[src/rtl/cfg_pkg.sv]
// Shared constants and types for the Si5340 I2C responder and its line synchroniser.
package cfg_pkg;

  localparam logic [6:0]            SLAVE_ADDR  = 7'b111_0100;
  localparam int                    DATA_WIDTH  = 8;
  localparam logic [DATA_WIDTH-1:0] PAGE_REG    = 8'h01;
  localparam int                    SYNC_STAGES = 2;

  typedef enum logic {
    RW_WRITE = 1'b0,
    RW_READ  = 1'b1
  } r_w_t;

  typedef enum logic [2:0] {
    IDLE,
    ADDR,
    ADDR_ACK,
    WR_BYTE,
    WR_ACK,
    RD_BYTE,
    RD_ACK,
    IGNORE
  } resp_state_t;

endpackage

[src/rtl/i2c_line_sync.sv]
// Brings SCL/SDA into the clk_i domain and derives SCL edges plus START/STOP pulses.
module i2c_line_sync #(
  parameter int SYNC_STAGES = cfg_pkg::SYNC_STAGES
) (
  input  logic clk_i,
  input  logic rst_i,
  input  logic scl_i,
  input  logic sda_i,
  output logic sda_o,
  output logic scl_rise_o,
  output logic scl_fall_o,
  output logic start_o,
  output logic stop_o
);

  logic [SYNC_STAGES-1:0] r_sclSync;
  logic [SYNC_STAGES-1:0] r_sdaSync;
  logic                   r_sclPrev;
  logic                   r_sdaPrev;
  logic                   w_scl;
  logic                   w_sda;

  // Everything resets to the idle-bus level so leaving reset never looks like an edge.
  always_ff @(posedge clk_i) begin
    if (rst_i) begin
      r_sclSync <= '1;
      r_sdaSync <= '1;
      r_sclPrev <= 1'b1;
      r_sdaPrev <= 1'b1;
    end else begin
      r_sclSync <= {r_sclSync[SYNC_STAGES-2:0], scl_i};
      r_sdaSync <= {r_sdaSync[SYNC_STAGES-2:0], sda_i};
      r_sclPrev <= w_scl;
      r_sdaPrev <= w_sda;
    end
  end

  assign w_scl      = r_sclSync[SYNC_STAGES-1];
  assign w_sda      = r_sdaSync[SYNC_STAGES-1];
  assign sda_o      = w_sda;
  assign scl_rise_o = w_scl & ~r_sclPrev;
  assign scl_fall_o = ~w_scl & r_sclPrev;
  // SCL must be high on both samples, so a simultaneous SCL/SDA drop is not a START.
  assign start_o    = r_sdaPrev & ~w_sda & w_scl & r_sclPrev;
  assign stop_o     = ~r_sdaPrev & w_sda & w_scl & r_sclPrev;

endmodule

[src/rtl/si5340_i2c_responder.sv]
// Si5340-style I2C target: turns page/register writes into {page,reg}+data strobes.
// Read path is built only when CFG_RESP_READ_EN is defined.
module si5340_i2c_responder
  import cfg_pkg::*;
(
  input  logic                    clk_i,
  input  logic                    rst_i,
  input  logic                    scl_i,
  input  logic                    sda_i,
  output logic                    sda_oe_o,
  output logic                    busy_o,
  output logic                    frame_done_o,
  output logic                    wr_vld_o,
  output logic [2*DATA_WIDTH-1:0] wr_addr_o,
  output logic [DATA_WIDTH-1:0]   wr_data_o,
  output logic                    rd_req_o,
  output logic [2*DATA_WIDTH-1:0] rd_addr_o,
  input  logic [DATA_WIDTH-1:0]   rd_data_i
);

`ifdef CFG_RESP_READ_EN
  localparam bit READ_EN = 1'b1;
`else
  localparam bit READ_EN = 1'b0;
`endif

  localparam logic [3:0] LAST_BIT  = 4'd7;
  localparam logic [3:0] BYTE_DONE = 4'd8;

  resp_state_t                 r_state;
  logic [3:0]                  r_bitCnt;
  logic [DATA_WIDTH-1:0]       r_shift;
  logic [DATA_WIDTH-1:0]       r_page;
  logic [DATA_WIDTH-1:0]       r_ptr;
  logic                        r_firstByte;
  logic                        r_isRead;
  logic                        r_ackSeen;
  logic                        r_rdCap;
  logic                        r_sdaOe;
  logic                        r_busy;
  logic                        r_frameDone;
  logic                        r_wrVld;
  logic [2*DATA_WIDTH-1:0]     r_wrAddr;
  logic [DATA_WIDTH-1:0]       r_wrData;
  logic                        r_rdReq;
  logic [2*DATA_WIDTH-1:0]     r_rdAddr;

  logic                        w_sda;
  logic                        w_sclRise;
  logic                        w_sclFall;
  logic                        w_start;
  logic                        w_stop;
  logic [DATA_WIDTH-1:0]       w_byteIn;
  logic                        w_addrHit;

  i2c_line_sync #(
    .SYNC_STAGES(SYNC_STAGES)
  ) u_line_sync (
    .clk_i      (clk_i),
    .rst_i      (rst_i),
    .scl_i      (scl_i),
    .sda_i      (sda_i),
    .sda_o      (w_sda),
    .scl_rise_o (w_sclRise),
    .scl_fall_o (w_sclFall),
    .start_o    (w_start),
    .stop_o     (w_stop)
  );

  assign w_byteIn  = {r_shift[DATA_WIDTH-2:0], w_sda};
  assign w_addrHit = (w_byteIn[DATA_WIDTH-1:1] == SLAVE_ADDR) &&
                     ((w_byteIn[0] == RW_WRITE) || READ_EN);

  // START/STOP win over bit activity; each byte completes on its 8th SCL rise, ACK spans fall-to-fall.
  always_ff @(posedge clk_i) begin
    if (rst_i) begin
      r_state     <= IDLE;
      r_bitCnt    <= '0;
      r_shift     <= '0;
      r_page      <= '0;
      r_ptr       <= '0;
      r_firstByte <= 1'b0;
      r_isRead    <= 1'b0;
      r_ackSeen   <= 1'b0;
      r_rdCap     <= 1'b0;
      r_sdaOe     <= 1'b0;
      r_busy      <= 1'b0;
      r_frameDone <= 1'b0;
      r_wrVld     <= 1'b0;
      r_wrAddr    <= '0;
      r_wrData    <= '0;
      r_rdReq     <= 1'b0;
      r_rdAddr    <= '0;
    end else begin
      r_frameDone <= 1'b0;
      r_wrVld     <= 1'b0;
      r_rdReq     <= 1'b0;
      r_rdCap     <= r_rdReq;
      if (w_stop) begin
        r_state     <= IDLE;
        r_sdaOe     <= 1'b0;
        r_busy      <= 1'b0;
        r_frameDone <= 1'b1;
        r_bitCnt    <= '0;
      end else if (w_start) begin
        r_state     <= ADDR;
        r_sdaOe     <= 1'b0;
        r_busy      <= 1'b1;
        r_bitCnt    <= '0;
        r_firstByte <= 1'b1;
      end else begin
        unique case (r_state)
          ADDR: begin
            if (w_sclRise && r_bitCnt != BYTE_DONE) begin
              r_shift  <= w_byteIn;
              r_bitCnt <= r_bitCnt + 4'd1;
              if (r_bitCnt == LAST_BIT) begin
                r_isRead <= w_byteIn[0];
                if (!w_addrHit) r_state <= IGNORE;
              end
            end else if (w_sclFall && r_bitCnt == BYTE_DONE) begin
              r_sdaOe <= 1'b1;
              r_state <= ADDR_ACK;
              if (r_isRead) begin
                r_rdReq  <= 1'b1;
                r_rdAddr <= {r_page, r_ptr};
              end
            end
          end
          ADDR_ACK: begin
            if (w_sclFall) begin
              r_bitCnt <= '0;
              if (r_isRead) begin
                r_sdaOe <= ~r_shift[DATA_WIDTH-1];
                r_shift <= {r_shift[DATA_WIDTH-2:0], 1'b0};
                r_state <= RD_BYTE;
              end else begin
                r_sdaOe <= 1'b0;
                r_state <= WR_BYTE;
              end
            end
          end
          WR_BYTE: begin
            if (w_sclRise && r_bitCnt != BYTE_DONE) begin
              r_shift  <= w_byteIn;
              r_bitCnt <= r_bitCnt + 4'd1;
              if (r_bitCnt == LAST_BIT) begin
                if (r_firstByte) begin
                  r_ptr       <= w_byteIn;
                  r_firstByte <= 1'b0;
                end else begin
                  r_wrVld  <= 1'b1;
                  r_wrAddr <= {r_page, r_ptr};
                  r_wrData <= w_byteIn;
                  if (r_ptr == PAGE_REG) r_page <= w_byteIn;
                  r_ptr    <= r_ptr + 8'd1;
                end
              end
            end else if (w_sclFall && r_bitCnt == BYTE_DONE) begin
              r_sdaOe <= 1'b1;
              r_state <= WR_ACK;
            end
          end
          WR_ACK: begin
            if (w_sclFall) begin
              r_sdaOe  <= 1'b0;
              r_bitCnt <= '0;
              r_state  <= WR_BYTE;
            end
          end
          RD_BYTE: begin
            if (w_sclRise && r_bitCnt != BYTE_DONE) begin
              r_bitCnt <= r_bitCnt + 4'd1;
            end else if (w_sclFall) begin
              if (r_bitCnt == BYTE_DONE) begin
                r_sdaOe   <= 1'b0;
                r_ackSeen <= 1'b0;
                r_state   <= RD_ACK;
              end else begin
                r_sdaOe <= ~r_shift[DATA_WIDTH-1];
                r_shift <= {r_shift[DATA_WIDTH-2:0], 1'b0};
              end
            end
          end
          RD_ACK: begin
            if (w_sclRise && !r_ackSeen) begin
              if (w_sda) begin
                r_state <= IGNORE;
              end else begin
                r_ackSeen <= 1'b1;
                r_ptr     <= r_ptr + 8'd1;
                r_rdReq   <= 1'b1;
                r_rdAddr  <= {r_page, r_ptr + 8'd1};
              end
            end else if (w_sclFall && r_ackSeen) begin
              r_bitCnt <= '0;
              r_sdaOe  <= ~r_shift[DATA_WIDTH-1];
              r_shift  <= {r_shift[DATA_WIDTH-2:0], 1'b0};
              r_state  <= RD_BYTE;
            end
          end
          default: ;
        endcase
      end
      if (r_rdCap) r_shift <= rd_data_i;
    end
  end

  assign sda_oe_o     = r_sdaOe;
  assign busy_o       = r_busy;
  assign frame_done_o = r_frameDone;
  assign wr_vld_o     = r_wrVld;
  assign wr_addr_o    = r_wrAddr;
  assign wr_data_o    = r_wrData;

`ifdef CFG_RESP_READ_EN
  assign rd_req_o  = r_rdReq;
  assign rd_addr_o = r_rdAddr;
`else
  logic w_unusedRd;
  assign w_unusedRd = r_rdReq ^ (^r_rdAddr);
  assign rd_req_o   = 1'b0;
  assign rd_addr_o  = '0;
`endif

endmodule

[config.mk]
export PLATFORM = sky130hd
export DESIGN_NAME = si5340_i2c_responder
export DESIGN_NICKNAME = d
export VERILOG_FILES = /design/src/rtl/cfg_pkg.sv /design/src/rtl/i2c_line_sync.sv /design/src/rtl/si5340_i2c_responder.sv
export SDC_FILE = /design/constraint.sdc
export NUM_CORES = 1
export LEC_CHECK = 0
export BUFFER_PORTS_ARGS = -buffer_cell sky130_fd_sc_hd__buf_4
export CAP_MARGIN = 20
export CORE_UTILIZATION = 51
export CTS_CLUSTER_SIZE = 25
export DETAILED_ROUTE_END_ITERATION = 6
export GPL_ROUTABILITY_DRIVEN = 0
export PLACE_DENSITY = 0.87
export SETUP_SLACK_MARGIN = 0.2
export SLEW_MARGIN = 10
export SYNTH_ARGS = -nofsm -noshare
export SYNTH_HDL_FRONTEND = slang
export SYNTH_HIERARCHICAL = 1
export SYNTH_SLANG_ARGS = --single-unit
[constraint.sdc]
create_clock -name clk_i -period 1.7 [get_ports clk_i]
set_input_delay 0.51 -clock clk_i [delete_from_list [all_inputs] [get_ports clk_i]]
set_output_delay 0.51 -clock clk_i [all_outputs]
set_load 0.05 [all_outputs]
==> results of run 1 <==
power groups by stage:
| stage | combinational (mW) | clock [mW] | sequential, mW |
|---|---|---|---|
| finish | 0.494 | 1.40 | 1.68 |
| global route | 0.522 | 1.49 | 1.68 |
| CTS | 0.417 | 1.40 | 1.68 |
| detailed placement | 0.402 | 0 | 1.71 |
| global placement | 0.392 | 0 | 1.71 |
| floorplan | 0.314 | 0 | 1.72 |
synth_stat cells (3+ instances only):
master	count
and3_1	4
or4b_1	3
nand3b_1	3
nand4_1	4
nor2b_1	6
a21o_1	7
a21oi_2	3
a21oi_1	22
ha_1	4
and3b_1	3
a31oi_1	12
o21ai_1	15
buf_4	23
dfxtp_1	70
clkbuf_1	11
a221oi_1	7
or3_1	4
or2_1	9
o21ai_0	7
mux2i_1	36
nand2_1	23
nor3_1	5
inv_1	14
nor2_1	50
and4b_1	3
nand3_1	6
buf_2	6
a211oi_1	3
final cells by class:
type	instances	share of cell area, %
sequential	70	29.5
multi-input combinational	290	44.5
clock buffer	10	2.85
inverter	15	1.17
clock inverter	6	1.43
tap	80	2.08
timing repair buffer	100	18.5
layer usage:
| metal | GRT usage (%) | vias up | part of all wire (%) |
|---|---|---|---|
| met5 | 0 | - | 0 |
| met4 | 9.39 | 0 | 2.8 |
| met3 | 5.97 | 33 | 6.2 |
| met2 | 41.5 | 174 | 51 |
| met1 | 30.0 | 1632 | 40 |
| li1 | - | 1558 | - |
registers in the layout, summed over array words and instances (netlist names), 2 cells and up:
register	cells
r_page	8
r_bitCnt	4
r_ptr	8
wr_addr_o	16
wr_data_o	8
u_line_sync/r_sclSync	2
r_shift	8
u_line_sync/r_sdaSync	2
r_state	3
cell families after synthesis:
group                      count (synthesis)  synth area share (%)
AOI/OAI and AO/OA                         92                  17.9
adders and majority gates                  4                  1.41
buffers and inverters                     59                  9.59
DFF                                       70                  39.4
muxes                                     36                  10.1
other                                      1                 0.105
and+or+nand+nor                          141                  21.5
per-stage QoR:
stage	setup TNS (ns)	utilization, %
6_report	-4.18	71.4
5_1_grt	-7.07	71.4
4_1_cts	-1.31	65.3
3_5_place_dp	-1.54	61.0
3_3_place_gp	-0.0500	61.0
2_1_floorplan	-0.393	-
timing repair:
item	in CTS	in global routing
endpoints found under the setup margin	60	61
pin swaps	6	31
setup buffers	4	11
resized for setup	16	59
gates cloned	0	3
worst paths after layout:
path | endpoint | slack, ns | cells past startpoint
setup / recovery | r_ptr[0] | -0.21 | 7
setup reg to reg | r_ptr[0] | -0.21 | 7
hold reg to reg | u_line_sync/r_sclSync[1] | 0.42 | 1
hold / removal | u_line_sync/r_sclSync[0] | 0.33 | 2
==> qor.csv, run 1 <==
stage;metric;value;unit
critical_path;cpPeakStageDelay;0.37;ns
logic_synthesis;syn_area;0.00356;mm^2
logic_synthesis;synthCells;403;
global_route;grt_pass1_wl;14.1;mm
logic_synthesis;yosys_warnings;6;
global_route;track_usage;24.5;%
layout;layout-drive-gt1-share;38.3;%
global_route;grt_pass1_vias;2963;
critical_path;arrival;2.15;ns
route;drtAntennaViolNets;0;
floorplan;io_pins;57;
logic_synthesis;synth_area_leaders;dfxtp_1 39%, mux2i_1 10%, nor2_1 5.3%;
power_and_ir_drop;clkPwrFrac;39.1;%
timing;slew_viol_final;0;
layout;fin_cells;571;
cts;clkTransAtPathRegs;0.08;ns
critical_path;crit_family;compound AO/OA/AOI/OAI gates;
logic_synthesis;ys_seq_area_share;39.4;%
critical_path;crit_start;u_line_sync/r_sclPrev;
cts;cts_tree;built;
run_status;failed_checks;negative setup slack;
timing;slew_headroom;65.8;%
worst_hold_path;hp-start;scl_i;
timing;setup_viol;38;
floorplan;initial_core_util;52.7;%
layout;syn_to_final_growth;35.4;%
power_and_ir_drop;switching_share;28.4;%
route;drt_iter0_markers;345;
logic_synthesis;synth_area_leader_cell;dfxtp_1;
layout;layout_common_cells;81 x buf_4, 62 x dfxtp_1, 45 x nor2_1;
cts;clockBufferDepth;2;
route;wl_per_cell;17.8;um
layout;final_common_cell;buf_4;
cts;cts-root-buf;clkbuf_8;
route;drtPass1Iterations;6;
layout;diodes;0;
placement;place_hpwl;6.00;mm
critical_path;cp.buffers_inverters;1;
power_and_ir_drop;ir_drop;0.986;mV
layout;nNetsFinal;502;
timing;finClkSkew;0.0130;ns
power_and_ir_drop;p_total;3.57;mW
layout;fillers;480;
timing;hold_viol_final;0;
critical_path;worst_path_max_delay_cell;dfxtp_4;
critical_path;endpoint_kind;flop;
timing;holdWs;0.331;ns
cts;clk_latency;0.36;ns
placement;placed_cells;537;
critical_path;path_class;reg2reg;
run_status;status;complete, but fails checks;
timing;clock.fmax;0.523;GHz
logic_synthesis;ys_ff_latch;70;
layout;multi_input_area;0.00215;mm^2
worst_hold_path;hold_path_class;in2reg;
timing;period_minus_slack;1.91;ns
critical_path;worstPathRequired;1.94;ns
global_route;overflow;0;
logic_synthesis;netlist.area_leader.share;39.4;%
route;routed_wl;10.2;mm
placement;placed_area;0.00412;mm^2
run;max-cap-violations;0;
placement;dpl_worst_slack;-0.119;ns
timing;worst_slack;-0.212;ns
floorplan;die_w;85.6;um
logic_synthesis;synth.distinct_cells;61;
route;via_per_inst;5.95;
layout;stdcell_area;0.00482;mm^2
logic_synthesis;async_flop_share;0;%
floorplan;core-area;0.00676;mm^2
power_and_ir_drop;powerDensity;740;mW/mm^2
placement;port_buffers;39;
critical_path;r2r_start;u_line_sync/r_sclPrev;
global_route;grt_max_degree;39;
floorplan;rows;30;
timing;grt_setup_unrepaired;yes;
power_and_ir_drop;leakage;2.08;nW
critical_path;cp_max_fo;7;
logic_synthesis;syn_avg_cell_area;8.84;um^2
power_and_ir_drop;seq_power_share;47.0;%
route;post-route-drc-count;0;
critical_path;critPathLaunchType;flop;
cts;clkSinkCount;70;
power_and_ir_drop;combPwrFrac;13.9;%
cts;holdBufCountCts;0;
timing;tightest_slew;0.509;ns
power_and_ir_drop;p_switching;1.01;mW
floorplan;dieArea;0.00732;mm^2
cts;numCtsBuffers;9;
floorplan;die_y;85.6;um
route;vias;3397;
power_and_ir_drop;intPower;2.55;mW
critical_path;crit_path_cell_trace;and4b_1 > or2_4 > a41oi_2 > a21bo_4 > clkbuf_16 > mux2i_1 > a21oi_1;
layout;seq_area;0.00142;mm^2
cts;htree_levels;3;
timing;fin_crit_sh;112;%
logic_synthesis;ys.flop_type;dfxtp_1;
logic_synthesis;synth_edf_count;0;
global_route;antenna_found_initial;0;
No activity file was read; power rests on OpenSTA's default activity.
==> run 2, diff against run 1 <==
--- a/config.mk
+++ b/config.mk
@@ -7,12 +7,14 @@
 export LEC_CHECK = 0
 export BUFFER_PORTS_ARGS = -buffer_cell sky130_fd_sc_hd__buf_4
 export CAP_MARGIN = 20
-export CORE_UTILIZATION = 51
+export CELL_PAD_IN_SITES_DETAIL_PLACEMENT = 1
+export CELL_PAD_IN_SITES_GLOBAL_PLACEMENT = 1
+export CORE_UTILIZATION = 38
 export CTS_CLUSTER_SIZE = 25
 export DETAILED_ROUTE_END_ITERATION = 6
 export GPL_ROUTABILITY_DRIVEN = 0
-export PLACE_DENSITY = 0.87
-export SETUP_SLACK_MARGIN = 0.2
+export PLACE_DENSITY = 0.86
+export SETUP_SLACK_MARGIN = 0.15
 export SLEW_MARGIN = 10
 export SYNTH_ARGS = -nofsm -noshare
 export SYNTH_HDL_FRONTEND = slang
==> qor.csv, run 2 (synthesized netlist as in run 1, its figures left out) <==
stage;metric;value;unit;change
route;drt_iter0_markers;272;;-21%
layout;fin_util;55.7;%;-16 points
critical_path;critPathLaunchType;flop;;
placement;place_hpwl;7.30;mm;+22%
floorplan;dieArea;0.00976;mm^2;+33%
timing;tightest_slew;0.663;ns;+0.154 ns
timing;fin_crit_sh;119;%;+6.1 points
global_route;grt-busiest-layer;met2;;
placement;port_buffers;39;;unchanged
run_status;status;complete, but fails checks;;
cts;clkSinkCount;70;;unchanged
floorplan;initial_core_util;40.1;%;-13 points
layout;syn_to_final_growth;39.1;%;
critical_path;worst_path_max_delay_cell;dfxtp_4;;
layout;nNetsFinal;512;;+2.0%
power_and_ir_drop;powerDensity;717;mW/mm^2;-3.0%
floorplan;die_w;98.8;um;+15%
power_and_ir_drop;p_total;3.55;mW;-0.38%
timing;hold_viol_final;0;;unchanged
route;post-route-drc-count;0;;unchanged
route;via_per_inst;5.76;;-3.1%
floorplan;io_pins;57;;unchanged
cts;clk_latency;0.36;ns;about the same
critical_path;cpPeakStageDelay;0.38;ns;about the same
critical_path;cp_max_fo;8;;+1
global_route;grt_pass1_wl;20.6;mm;+46%
critical_path;arrival;2.25;ns;+0.10 ns
worst_hold_path;hold_path_class;in2reg;;
floorplan;core-area;0.00889;mm^2;+32%
layout;largest_register_ff_count;16;;unchanged
critical_path;crit_path_cell_trace;and4b_2 > or2_4 > a41oi_2 > a21bo_4 > buf_12 > o21ai_1 > a21oi_1;;
global_route;use_met1;30.6;%;+0.57 points
cts;numCtsBuffers;9;;unchanged
timing;grt_setup_unrepaired;yes;;
route;drtPass1Iterations;4;;-2
timing;slew_viol_final;0;;unchanged
timing;period_minus_slack;2.02;ns;+0.103 ns
layout;fillers;991;;+110%
layout;layout_common_cells;92 x buf_4, 64 x dfxtp_1, 48 x nor2_1;;
global_route;met3_usage;4.33;%;-1.6 points
cts;clockBufferDepth;2;;unchanged
floorplan;die_y;98.8;um;+15%
global_route;overflow;0;;unchanged
run;max-cap-violations;0;;unchanged
critical_path;cp.buffers_inverters;1;;unchanged
power_and_ir_drop;ir_drop;0.378;mV;-62%
critical_path;path_class;reg2reg;;
critical_path;crit_family;compound AO/OA/AOI/OAI gates;;
critical_path;worstPathRequired;1.93;ns;about the same
layout;final_common_cell;buf_4;;
power_and_ir_drop;leakage;2.12;nW;+1.7%
cts;holdBufCountCts;0;;unchanged
global_route;grt_pass1_vias;3815;;+29%
route;vias;3510;;+3.3%
global_route;track_usage;27.4;%;+2.9 points
global_route;antenna_found_initial;0;;unchanged
timing;finClkSkew;0.00983;ns;-0.00314 ns
layout;diodes;0;;unchanged
route;wl_per_cell;21.2;um;+19%
global_route;grt_max_degree;62;;+59%
route;drtAntennaViolNets;0;;unchanged
placement;placed_area;0.00420;mm^2;+1.9%
timing;setup_viol;57;;+50%
layout;layout-drive-gt1-share;37.7;%;-0.56 points
run_status;failed_checks;negative setup slack;;
cts;cts_tree;built;;
cts;clkTransAtPathRegs;0.09;ns;about the same
timing;worst_slack;-0.315;ns;-0.103 ns
critical_path;endpoint_kind;flop;;
layout;stdcell_area;0.00495;mm^2;+2.7%
global_route;use_met2;49.8;%;+8.2 points
cts;cts-root-buf;clkbuf_8;;
floorplan;rows;34;;+13%
route;routed_wl;12.9;mm;+27%
cts;htree_levels;3;;unchanged
timing;slew_headroom;55.7;%;-10 points
timing;clock.fmax;0.496;GHz;-5.1%
## run 2: layout make-up
| class | count | area, um^2 | area share [%] |
|---|---|---|---|
| clock buffers | 9 | 124 | 2.50 |
| clock inverters | 7 | 65.1 | 1.31 |
| inverters | 15 | 56.3 | 1.14 |
| multi-input cells | 290 | 2130 | 43.1 |
| flip-flops and latches | 70 | 1420 | 28.6 |
| well taps | 108 | 135 | 2.73 |
| repair buffers | 110 | 1020 | 20.6 |
## run 2: final timing paths
path                                                from                       end  slack, ns  cells after the start
worst min register to register  u_line_sync/r_sclSync[0]  u_line_sync/r_sclSync[1]       0.43                      1
worst max-delay path            u_line_sync/r_sclSync[1]                  r_ptr[4]      -0.32                      7
worst min-delay path                               sda_i  u_line_sync/r_sdaSync[0]       0.33                      2
worst max register to register  u_line_sync/r_sclSync[1]                  r_ptr[4]      -0.32                      7
## run 2: timing repair
action                     CTS  global route
hold endpoints to repair     0             0
setup endpoints to repair   60            61
pin swaps                   26            19
gates resized for setup     51            21
buffers inserted            16             2
gates cloned                 3             0
## run 2: routing by layer
layer / wire length [um] / vias to the layer above
met3: 603 / 49
met5: 0 / -
met1: 5110 / 1750
met4: 516 / 0
met2: 6700 / 137
li1: - / 1574
## run 2: power breakdown
part | internal, mW | switching, mW | total (mW) | leakage [nW]
registers | 1.65 | 0.0260 | 1.68 | 0.567
clock network | 0.568 | 0.776 | 1.34 | 0.0947
logic | 0.196 | 0.333 | 0.529 | 1.46
total | 2.42 | 1.14 | 3.55 | 2.12
## run 2: metrics by stage
| step | instances | hold slack, ns | setup WS (ns) | TNS (ns) |
|---|---|---|---|---|
| after floorplan | 419 | 0.383 | -0.0552 | -0.393 |
| after global placement | 572 | 0.388 | -0.104 | -2.98 |
| after detailed placement | 572 | 0.393 | -0.224 | -6.35 |
| after CTS | 607 | 0.325 | -0.161 | -3.98 |
| after global routing | 609 | 0.332 | -0.359 | -13.09 |
| final | 609 | 0.328 | -0.315 | -9.52 |
==> run 3, diff against run 2 <==
--- a/config.mk
+++ b/config.mk
@@ -15,6 +15,7 @@
 export GPL_ROUTABILITY_DRIVEN = 0
 export PLACE_DENSITY = 0.86
 export SETUP_SLACK_MARGIN = 0.15
+export SKIP_LAST_GASP = 1
 export SLEW_MARGIN = 10
 export SYNTH_ARGS = -nofsm -noshare
 export SYNTH_HDL_FRONTEND = slang
==> qor.csv, run 3 (synthesized netlist as in run 1, its figures left out) <==
stage;metric;value;unit;change
route;drtAntennaViolNets;0;;unchanged
power_and_ir_drop;seq_power_share;46.9;%;-0.4 points
placement;placed_area;0.00420;mm^2;unchanged
floorplan;die_w;98.8;um;unchanged
global_route;track_usage;27.6;%;+0.19 points
timing;finClkSkew;0.0101;ns;+0.000228 ns
power_and_ir_drop;combPwrFrac;15.2;%;+0.3 points
critical_path;worstPathRequired;1.98;ns;+0.05 ns
power_and_ir_drop;intPower;2.42;mW;about the same
timing;slew_viol_final;0;;unchanged
critical_path;r2r_setup_slack;-0.33;ns;about the same
timing;hold_viol_final;0;;unchanged
route;routed_wl;14.1;mm;+8.8%
cts;cts_tree;built;;
cts;clkTransAtPathRegs;0.09;ns;about the same
floorplan;core-area;0.00889;mm^2;unchanged
timing;fin_crit_sh;119;%;+0.62 points
critical_path;endpoint_kind;flop;;
global_route;use_met2;51.2;%;+1.4 points
global_route;antenna_found_initial;0;;unchanged
floorplan;io_pins;57;;unchanged
power_and_ir_drop;p_switching;1.16;mW;+2.4%
cts;holdBufCountCts;0;;unchanged
timing;grt_setup_unrepaired;yes;;
floorplan;dieArea;0.00976;mm^2;unchanged
global_route;grt_pass1_vias;3819;;+0.10%
critical_path;r2r_end;r_ptr[2];;
worst_hold_path;hold_path_class;in2reg;;
critical_path;arrival;2.30;ns;+0.05 ns
critical_path;worst_path_max_delay_cell;dfxtp_4;;
critical_path;crit_start;u_line_sync/r_sclSync[1];;
timing;tightest_slew;0.713;ns;+0.0499 ns
placement;placed_cells;572;;unchanged
layout;stdcell_area;0.00504;mm^2;+1.7%
critical_path;r2r_start;u_line_sync/r_sclSync[1];;
critical_path;cp_max_fo;7;;-1
cts;cts-root-buf;clkbuf_8;;
cts;clk_latency;0.36;ns;about the same
layout;fin_cells;611;;+0.33%
route;post-route-drc-count;0;;unchanged
cts;htree_levels;3;;unchanged
global_route;grt_pass1_wl;20.7;mm;+0.67%
critical_path;path_class;reg2reg;;
global_route;met3_usage;4.47;%;+0.14 points
cts;clkSinkCount;70;;unchanged
layout;diodes;0;;unchanged
power_and_ir_drop;switching_share;32.4;%;+0.49 points
route;drtPass1Iterations;4;;unchanged
floorplan;die_y;98.8;um;unchanged
global_route;use_met1;30.2;%;-0.43 points
layout;syn_to_final_growth;41.5;%;
layout;fillers;991;;unchanged
placement;port_buffers;39;;unchanged
power_and_ir_drop;powerDensity;711;mW/mm^2;-0.92%
global_route;overflow;0;;unchanged
timing;worst_slack;-0.326;ns;-0.0105 ns
worst_hold_path;worstHoldPathCells;2;;unchanged
timing;slew_headroom;52.4;%;-3.3 points
power_and_ir_drop;p_total;3.58;mW;+0.80%
layout;layout_common_cells;93 x buf_4, 63 x dfxtp_1, 48 x nor2_1;;
cts;clockBufferDepth;2;;unchanged
power_and_ir_drop;leakage;2.14;nW;+1.2%
timing;period_minus_slack;2.03;ns;+0.0105 ns
critical_path;critPathCapture;r_ptr[2];;
route;wl_per_cell;23.0;um;+8.5%
critical_path;crit_path_cell_trace;and4b_2 > or2_4 > a41oi_2 > a21bo_4 > buf_16 > a21o_1 > a21oi_1;;
power_and_ir_drop;ir_drop;0.364;mV;-3.8%
timing;setup_viol;58;;+1.8%
placement;dpl_worst_slack;-0.224;ns;unchanged
layout;layout-drive-gt1-share;39.4;%;+1.6 points
run;max-cap-violations;0;;unchanged
route;drt_iter0_markers;302;;+11%
run_status;status;complete, but fails checks;;
cts;numCtsBuffers;9;;unchanged
layout;final_common_cell;buf_4;;
route;via_per_inst;5.79;;+0.38%
run_status;failed_checks;negative setup slack;;
global_route;grt-busiest-layer;met2;;
layout;largest_register_ff_count;16;;unchanged
layout;nNetsFinal;514;;+0.39%
critical_path;cpPeakStageDelay;0.38;ns;about the same
layout;fin_util;56.7;%;+0.97 points
critical_path;reg2reg_depth;7;;unchanged
route;vias;3535;;+0.71%
power_and_ir_drop;clkPwrFrac;37.8;%;about the same
floorplan;initial_core_util;40.1;%;unchanged
timing;clock.fmax;0.494;GHz;-0.52%
placement;place_hpwl;7.30;mm;unchanged
floorplan;rows;34;;unchanged
critical_path;critPathLaunchType;flop;;
global_route;grt_max_degree;62;;unchanged
==> run 3: changes by cell type in the layout (fill, tap and decap cells not counted), sizes merged <==
cell | previous run | this run
buf | 110 | 112
==> run 3: routing by layer <==
layer	routed length, um	vias to the layer above	part of all wire, %
met1	5390	1734	38
li1	-	1580	-
met2	7120	159	51
met3	757	62	5.4
met5	0	-	0
met4	797	0	5.7
==> run 3: cell type report <==
cell class / count / area, um^2 / area share (%)
multi-input combinational: 290 / 2200 / 43.7
sequential: 70 / 1420 / 28.1
timing repair buffer: 112 / 1040 / 20.6
tap: 108 / 135 / 2.68
clock buffer: 9 / 124 / 2.46
clock inverter: 7 / 65.1 / 1.29
inverter: 15 / 56.3 / 1.12
==> run 3: power groups by stage <==
| stage | sequential (mW) | clock (mW) | combinational [mW] |
|---|---|---|---|
| CTS | 1.68 | 1.33 | 0.488 |
| finish | 1.68 | 1.36 | 0.545 |
| global route | 1.68 | 1.45 | 0.568 |
| detailed placement | 1.71 | 0 | 0.420 |
| floorplan | 1.72 | 0 | 0.312 |
| global placement | 1.71 | 0 | 0.410 |
==> run 3: worst min path at each step <==
stage / start / to / slack, ns
global route: sda_i / u_line_sync/r_sdaSync[0] / 0.33
global placement: u_line_sync/r_sclSync[0] / u_line_sync/r_sclSync[1] / 0.39
finish: sda_i / u_line_sync/r_sdaSync[0] / 0.32
detailed placement: u_line_sync/r_sclSync[0] / u_line_sync/r_sclSync[1] / 0.39
floorplan: u_line_sync/r_sclSync[0] / u_line_sync/r_sclSync[1] / 0.38
CTS: sda_i / u_line_sync/r_sdaSync[0] / 0.32
==> run 3: critical path: cells and delay by family, from the launching register on <==
| kind | cells | cell delay (ns) |
|---|---|---|
| DFF | 1 | 0.38 |
| and+or+nand+nor | 2 | 0.55 |
| AOI/OAI and AO/OA | 4 | 0.86 |
| buffers and inverters | 1 | 0.15 |
==> run 3: what timing repair did <==
action / 4_1_cts / 5_1_grt
pin swaps: 25 / 21
gates resized for setup: 50 / 34
setup endpoints to repair: 60 / 61
setup buffers: 16 / 4
cloned: 3 / 0
==> run 3: per-stage QoR <==
stage / setup TNS (ns) / hold WS [ns]
final: -11.54 / 0.318
after global routing: -13.91 / 0.328
after CTS: -3.99 / 0.325
after detailed placement: -6.35 / 0.393
after global placement: -2.98 / 0.388
after floorplan: -0.393 / 0.383
